==> src/rtl/spi_pkg.sv <==
// Shared constants, FSM encoding and counter helper for the SPI slave.
package spi_pkg;

  localparam int SPI_MAX_BITS    = 32;
  localparam int SPI_CMD_BITS_3W = 8;
  localparam int SPI_CNT_W       = 6;

  localparam logic [SPI_CNT_W-1:0] SPI_CNT_MAX = SPI_CNT_W'(SPI_MAX_BITS);
  localparam logic [SPI_CNT_W-1:0] SPI_CNT_CMD = SPI_CNT_W'(SPI_CMD_BITS_3W);

  typedef enum logic [1:0] {
    ST_IDLE   = 2'd0,
    ST_ACTIVE = 2'd1,
    ST_DONE   = 2'd2
  } spi_state_t;

  // Bit counter sticks at SPI_CNT_MAX; overflow is tracked separately.
  function automatic logic [SPI_CNT_W-1:0] cnt_sat_inc(input logic [SPI_CNT_W-1:0] c);
    return (c == SPI_CNT_MAX) ? c : c + 1'b1;
  endfunction

endpackage

==> src/rtl/spi_slave_if.sv <==
// Local-side port bundle of spi_slave: transmit word in, received frame out, FSM state for debug.
interface spi_slave_if;
  import spi_pkg::*;

  logic [SPI_MAX_BITS-1:0] tx_data;
  logic [SPI_MAX_BITS-1:0] rx_data;
  logic [SPI_CNT_W-1:0]    rx_count;
  logic                    rx_valid;
  logic                    rx_overrun;
  logic                    busy;
  spi_state_t              state;

  // rx_valid is a single-cycle strobe with no back-pressure: local logic must
  // take rx_data/rx_count/rx_overrun in that cycle or later, they hold until the next strobe.
  modport slave (
    input  tx_data,
    output rx_data, rx_count, rx_valid, rx_overrun, busy, state
  );

  modport master (
    output tx_data,
    input  rx_data, rx_count, rx_valid, rx_overrun, busy, state
  );
endinterface

==> src/rtl/spi_sync_edge.sv <==
// Multi-flop synchroniser for one asynchronous pin plus single-cycle rise/fall pulses.
module spi_sync_edge #(
  parameter int   SYNC_STAGES = 2,
  parameter logic RESET_VAL   = 1'b0
) (
  input  logic i_clk,
  input  logic i_rst_n,
  input  logic i_pin,
  output logic o_level,
  output logic o_rise,
  output logic o_fall
);

  logic [SYNC_STAGES-1:0] r_sync;
  logic                   r_dly;

  always_ff @(posedge i_clk or negedge i_rst_n) begin
    if (!i_rst_n) begin
      r_sync <= {SYNC_STAGES{RESET_VAL}};
      r_dly  <= RESET_VAL;
    end else begin
      r_sync <= {r_sync[SYNC_STAGES-2:0], i_pin};
      r_dly  <= r_sync[SYNC_STAGES-1];
    end
  end

  assign o_level = r_sync[SYNC_STAGES-1];
  assign o_rise  = r_sync[SYNC_STAGES-1] & ~r_dly;
  assign o_fall  = ~r_sync[SYNC_STAGES-1] & r_dly;

endmodule

==> src/rtl/spi_slave.sv <==
// Clock-oversampled SPI slave (SCK idles high, MSB first, sample on SCK rise).
// Define SPI_SLAVE_3WIRE_EN to make spi_mosi bidirectional and add the spi3w input.
module spi_slave
  import spi_pkg::*;
#(
  parameter int   SYNC_STAGES = 2,
  parameter logic IDLE_MISO   = 1'b1
) (
  input  logic clk_in,
  input  logic nrst,
  input  logic spi_csn,
  input  logic spi_sck,
`ifdef SPI_SLAVE_3WIRE_EN
  inout  wire  spi_mosi,
  input  logic spi3w,
`else
  input  logic spi_mosi,
`endif
  output logic spi_miso,
  spi_slave_if.slave loc
);

  logic w_csn_level, w_csn_rise, w_csn_fall;
  logic w_sck_level, w_sck_rise, w_sck_fall;
  logic w_mosi,      w_mosi_rise, w_mosi_fall;
  logic w_3w;

  // CSN chain resets low so a frame already in progress at reset release is not seen as a start.
  spi_sync_edge #(.SYNC_STAGES(SYNC_STAGES), .RESET_VAL(1'b0)) u_sync_csn (
    .i_clk(clk_in), .i_rst_n(nrst), .i_pin(spi_csn),
    .o_level(w_csn_level), .o_rise(w_csn_rise), .o_fall(w_csn_fall)
  );

  spi_sync_edge #(.SYNC_STAGES(SYNC_STAGES), .RESET_VAL(1'b1)) u_sync_sck (
    .i_clk(clk_in), .i_rst_n(nrst), .i_pin(spi_sck),
    .o_level(w_sck_level), .o_rise(w_sck_rise), .o_fall(w_sck_fall)
  );

  spi_sync_edge #(.SYNC_STAGES(SYNC_STAGES), .RESET_VAL(1'b0)) u_sync_mosi (
    .i_clk(clk_in), .i_rst_n(nrst), .i_pin(spi_mosi),
    .o_level(w_mosi), .o_rise(w_mosi_rise), .o_fall(w_mosi_fall)
  );

  spi_state_t              r_state;
  logic [SPI_MAX_BITS-1:0] r_tx_shift;
  logic [SPI_MAX_BITS-1:0] r_rx_shift;
  logic [SPI_CNT_W-1:0]    r_cnt;
  logic                    r_ovr;
  logic [SPI_MAX_BITS-1:0] r_rx_data;
  logic [SPI_CNT_W-1:0]    r_rx_count;
  logic                    r_rx_valid;
  logic                    r_rx_overrun;
  logic                    r_busy;
  logic                    r_drive;

  always_ff @(posedge clk_in or negedge nrst) begin
    if (!nrst) begin
      r_state      <= ST_IDLE;
      r_tx_shift   <= '0;
      r_rx_shift   <= '0;
      r_cnt        <= '0;
      r_ovr        <= 1'b0;
      r_rx_data    <= '0;
      r_rx_count   <= '0;
      r_rx_valid   <= 1'b0;
      r_rx_overrun <= 1'b0;
      r_busy       <= 1'b0;
      r_drive      <= 1'b0;
    end else begin
      r_rx_valid <= 1'b0;
      case (r_state)
        ST_IDLE: begin
          if (w_csn_fall) begin
            r_tx_shift <= loc.tx_data;
            r_rx_shift <= '0;
            r_cnt      <= '0;
            r_ovr      <= 1'b0;
            r_busy     <= 1'b1;
            r_drive    <= 1'b0;
            r_state    <= ST_ACTIVE;
          end
        end
        ST_ACTIVE: begin
          if (w_sck_rise) begin
            r_rx_shift <= {r_rx_shift[SPI_MAX_BITS-2:0], w_mosi};
            r_cnt      <= cnt_sat_inc(r_cnt);
            if (r_cnt == SPI_CNT_MAX) r_ovr <= 1'b1;
            // In 3-wire mode the command phase leaves tx_data[31] parked for bit 9.
            if (!(w_3w && (r_cnt < SPI_CNT_CMD)))
              r_tx_shift <= {r_tx_shift[SPI_MAX_BITS-2:0], 1'b0};
          end
          if (w_sck_fall && w_3w && (r_cnt >= SPI_CNT_CMD)) r_drive <= 1'b1;
          if (w_csn_rise) begin
            r_drive <= 1'b0;
            r_state <= ST_DONE;
          end
        end
        ST_DONE: begin
          if (r_cnt != '0) begin
            r_rx_data    <= r_rx_shift;
            r_rx_count   <= r_cnt;
            r_rx_overrun <= r_ovr;
            r_rx_valid   <= 1'b1;
          end
          r_busy  <= 1'b0;
          r_state <= ST_IDLE;
        end
        default: r_state <= ST_IDLE;
      endcase
    end
  end

  assign spi_miso = ((r_state == ST_ACTIVE) && !w_3w) ? r_tx_shift[SPI_MAX_BITS-1] : IDLE_MISO;

`ifdef SPI_SLAVE_3WIRE_EN
  assign w_3w     = spi3w;
  assign spi_mosi = r_drive ? r_tx_shift[SPI_MAX_BITS-1] : 1'bz;
  logic w_unused;
  assign w_unused = &{1'b0, w_csn_level, w_sck_level, w_mosi_rise, w_mosi_fall};
`else
  assign w_3w = 1'b0;
  logic w_unused;
  assign w_unused = &{1'b0, w_csn_level, w_sck_level, w_mosi_rise, w_mosi_fall, r_drive};
`endif

  assign loc.rx_data    = r_rx_data;
  assign loc.rx_count   = r_rx_count;
  assign loc.rx_valid   = r_rx_valid;
  assign loc.rx_overrun = r_rx_overrun;
  assign loc.busy       = r_busy;
  assign loc.state      = r_state;

endmodule

==> src/flat_wrapper.sv <==
// flat-port wrapper written by rule: the top's interface ports become plain ports
module spi_slave_flat import spi_pkg::*;
#(
  parameter int   SYNC_STAGES = 2,
  parameter logic IDLE_MISO   = 1'b1
)
  (clk_in, nrst, spi_csn, spi_sck, spi_mosi, spi_miso, loc_tx_data, loc_rx_data, loc_rx_count, loc_rx_valid, loc_rx_overrun, loc_busy, loc_state);
  spi_slave_if loc_i ();
  input  logic clk_in;
  input  logic nrst;
  input  logic spi_csn;
  input  logic spi_sck;
  input  logic spi_mosi;
  output logic spi_miso;
  input wire logic [$bits(loc_i.tx_data)-1:0] loc_tx_data;
  output wire logic [$bits(loc_i.rx_data)-1:0] loc_rx_data;
  output wire logic [$bits(loc_i.rx_count)-1:0] loc_rx_count;
  output wire logic [$bits(loc_i.rx_valid)-1:0] loc_rx_valid;
  output wire logic [$bits(loc_i.rx_overrun)-1:0] loc_rx_overrun;
  output wire logic [$bits(loc_i.busy)-1:0] loc_busy;
  output wire logic [$bits(loc_i.state)-1:0] loc_state;
  assign loc_i.tx_data = loc_tx_data;
  assign loc_rx_data = loc_i.rx_data;
  assign loc_rx_count = loc_i.rx_count;
  assign loc_rx_valid = loc_i.rx_valid;
  assign loc_rx_overrun = loc_i.rx_overrun;
  assign loc_busy = loc_i.busy;
  assign loc_state = loc_i.state;
  spi_slave #(.SYNC_STAGES(SYNC_STAGES), .IDLE_MISO(IDLE_MISO)) u_core (.clk_in(clk_in), .nrst(nrst), .spi_csn(spi_csn), .spi_sck(spi_sck), .spi_mosi(spi_mosi), .spi_miso(spi_miso), .loc(loc_i));
endmodule
==> config.mk <==
export PLATFORM = sky130hd
export DESIGN_NAME = spi_slave_flat
export DESIGN_NICKNAME = d
export VERILOG_FILES = /design/src/rtl/spi_pkg.sv /design/src/rtl/spi_slave_if.sv /design/src/rtl/spi_sync_edge.sv /design/src/rtl/spi_slave.sv /design/src/flat_wrapper.sv
export SDC_FILE = /design/constraint.sdc
export NUM_CORES = 1
export LEC_CHECK = 0
export ABC_CLOCK_PERIOD_IN_PS = 3390
export CORE_UTILIZATION = 50
export CTS_CLUSTER_SIZE = 30
export DETAILED_ROUTE_END_ITERATION = 12
export PLACE_DENSITY = 0.72
export SYNTH_ARGS = -nofsm -noshare
export SYNTH_HDL_FRONTEND = slang
export SYNTH_SLANG_ARGS = --single-unit
==> constraint.sdc <==
create_clock -name clk_in -period 3.39 [get_ports clk_in]
set_input_delay 1.017 -clock clk_in [delete_from_list [all_inputs] [get_ports clk_in]]
set_output_delay 1.017 -clock clk_in [all_outputs]
set_load 0.005 [all_outputs]
==> flow_summary.yaml <==
final_layout:
  fin_nets: 577
  stdcell_area_mm2: 0.006645
  instances_no_fill: 684
  syn_to_final_growth_pct: 29.60
  layout-drive-gt1-share: 0.1543
  diodes: 0
  fill_cells: 759
floorplanning:
  core_mm2: 0.009864
  ios: 81
  num_rows: 36
  dieHeight_um: 103.3
  die_area_mm2: 0.01066
  start_util: 0.5198
  die_x_um: 103.3
yosys:
  synth_simple_gate_area_share: 0.1035
  synth_ff_type: "dfrtp_1"
  synth_xor_area_frac: 0
  yosys_warnings: 0
  seq_area_frac_synth: 0.5961
  synth_top_family_by_area: "compound AO/OA/AOI/OAI gates"
  ys_seq_elements: 122
  synthArstFlopShare: 1.000
  synth_cells: 468
  synth_compound_area_frac: 0.1493
  avgSynthCellArea_um2: 10.96
  synthMuxAreaShare: 0.08126
  synth_nets: 507
  synth_adder_area_share: 0.004880
  synth_edf_count: 0
  synth_area_mm2: 0.005127
  synth_cell_type_count: 34
worst_hold_path:
  hold_class: "register to register"
  whs_path_depth: 0
  min_from: "u_core.u_sync_csn.r_sync[0]$_DFF_PN0_"
  hold-path-endpoint: "u_core.u_sync_csn.r_sync[1]$_DFF_PN0_"
placed_design:
  hpwl_mm: 6.481
  port_buffers: 80
  placed_area_mm2: 0.006030
  dp_cells: 652
  gp_congestion: 0.7977
global_route:
  grt_pass1_vias: 3570
  grt_pass1_wl_mm: 17.46
  antenna_found_initial: 0
  grt_overflow: 0
  track_usage: 0.2147
  grt_max_degree: 73
power:
  powerDensity_mw_per_mm2: 637.4
  p_leak_nw: 2.925
  vdd_drop_max_mv: 0.3675
cts:
  h-tree-depth: 4
  cts_tree: "yes"
  cts_root_buf: "clkbuf_8"
  cts_setup_buffers: 0
  cts_max_path_buffers: 2
  cts_buffers: 17
  cts_sinks: 122
  cts_hold_buf: 0
  clk_pin_slew_ns: 0.06
  ctsResizeCount: 0
  clk_latency_ns: 0.51
drt:
  ant_nets: 0
  drc_errors: 0
  drt_pass1_iterations: 4
  vias_per_cell: 5.572
  drt_first_iter_violations: 171
  wl_per_cell_um: 15.61
  dr_total_vias: 3811
  finalWirelength_mm: 10.68
setup_path:
  cp.arrival_ns: 1.77
  reg2reg_from: "u_core.r_cnt[0]$_DFFE_PN0P_"
  crit_type: "register to primary output"
  cp.required_ns: 2.37
  startpoint: "u_core.loc.state[0]$_DFFE_PN0P_"
  endpoint_kind: "primary output"
  r2r_cells: 6
  r2r_slack_ns: 0.96
  cpPeakStageDelay_ns: 0.50
  crit_chain: "nor2b_4 > nand2b_1 > clkdlybuf4s50_1"
  setup.worst_path.start_class: "register"
  crit_path_top_delay_cell: "dfrtp_1"
  r2r_end: "u_core.loc.rx_data[17]$_DFFE_PN0P_"
  worstPathMaxFanout: 9
timing:
  period_share: 0.8233
  setup_violations: 0
  tightest_slew_ns: 0.7841
  max_freq_mhz: 358.3
  hold_violations: 0
  rsz0062_at_grt: "no"
  finalCriticalPeriod_ns: 2.791
  maxSlewViolCount: 0
  timing.slew.headroom: 0.4773
  clock-skew-final_ns: 0.009801
  tns_ns: 0
run:
  maxCapViolations: 0
run_status:
  outcome: "completed"
-- cell usage in the layout, fill, tap and decap left out, types with 5 or more instances in the layout --
| master | n |
|---|---|
| dfrtp_1 | 119 |
| a31oi_1 | 32 |
| buf_4 | 8 |
| inv_1 | 39 |
| nor3_1 | 31 |
| mux2_2 | 34 |
| clkbuf_16 | 16 |
| clkinv_4 | 5 |
| o211ai_1 | 33 |
| clkdlybuf4s50_1 | 79 |
| o21ai_0 | 34 |
| a22o_1 | 5 |
| nand2_1 | 64 |
-- worst max path at each step --
stage | endpoint | slack (ns)
3_3_place_gp | u_core.loc.rx_data[21]$_DFFE_PN0P_ | 1.05
2_1_floorplan | u_core.loc.rx_data[0]$_DFFE_PN0P_ | 1.51
6_report | spi_miso | 0.60
4_1_cts | spi_miso | 0.58
5_1_grt | spi_miso | 0.50
3_5_place_dp | u_core.loc.rx_data[17]$_DFFE_PN0P_ | 0.92
-- cell usage after synthesis, drive strengths merged (2+ instances only) --
master	instances	area, um^2
buf	17	106.4
and3	2	12.51
nor2b	2	12.51
a21o	2	15.01
o21bai	2	15.01
o211ai	33	247.7
a22o	5	43.79
nand2b	3	18.77
dfstp	3	78.83
nor3	31	155.2
mux2	37	416.7
a21oi	4	20.02
inv	39	146.4
dfrtp	119	2978
clkbuf	21	80.07
ha	2	25.02
o21ai	35	186.4
o22ai	3	18.77
nor3b	3	22.52
a31oi	32	200.2
nand2	64	240.2
nor4b	2	17.52
-- sequential cells by signal (all words and copies together), names as in the netlist --
register                   flops
u_core.u_sync_sck.r_sync       2
u_core.loc.rx_valid            1
u_core.loc.busy                1
u_core.r_cnt                   6
u_core.u_sync_sck.r_dly        1
u_core.loc.rx_count            6
u_core.u_sync_csn.r_sync       2
u_core.loc.rx_data            32
u_core.loc.state               2
u_core.u_sync_mosi.r_sync      2
u_core.loc.rx_overrun          1
u_core.u_sync_csn.r_dly        1
u_core.r_tx_shift             32
u_core.r_rx_shift             32
u_core.r_ovr                   1
-- critical path: cells and delay by family (launching register included) --
family                 cells  cell delay, ns
buffers and inverters      1            0.44
AND/OR/NAND/NOR            2            0.33
flip-flops                 1            0.50
-- kinds of logic after synthesis --
family          Yosys count
mux                      37
fa+ha+maj                 2
flops                   122
simple gates            112
buf+inv                  77
compound gates          118
-- where the power goes --
group | internal (W) | switching, W
clock network | 0.00120 | 0.000660
logic | 0.000291 | 0.000313
registers | 0.00165 | 0.000124
-- cell type report --
cell class	count	area [um^2]	area share
Timing Repair Buffer	89	890.9	0.1341
Clock buffer	18	417.9	0.06289
Tap cell	133	166.4	0.02504
Sequential cell	122	3057	0.4600
Inverter	39	146.4	0.02203
Multi-Input combinational cell	269	1769	0.2662
Clock inverter	14	197.7	0.02975
-- metal layers --
| metal | wire (um) | share of wire | vias up | track usage |
|---|---|---|---|---|
| met4 | 114 | 0.011 | 0 | 0.08342 |
| met1 | 4799 | 0.45 | 1879 | 0.2899 |
| met5 | 0 | 0 | - | 0 |
| met2 | 5208 | 0.49 | 136 | 0.3344 |
| li1 | - | - | 1785 | - |
| met3 | 553 | 0.052 | 11 | 0.05645 |
-- through the flow --
stage / hold slack (ns) / util / power [W] / setup WS, ns
floorplan: 0.3312 / - / 0.002156 / 1.514
detailed placement: 0.3347 / 0.6112 / 0.002399 / 0.9228
global placement: 0.3324 / 0.6112 / 0.002372 / 1.045
finish: 0.3473 / 0.6736 / 0.004236 / 0.5990
global route: 0.3529 / 0.6736 / 0.004422 / 0.4972
CTS: 0.3483 / 0.6736 / 0.004257 / 0.5751
Power figures use the tool's default switching activity.
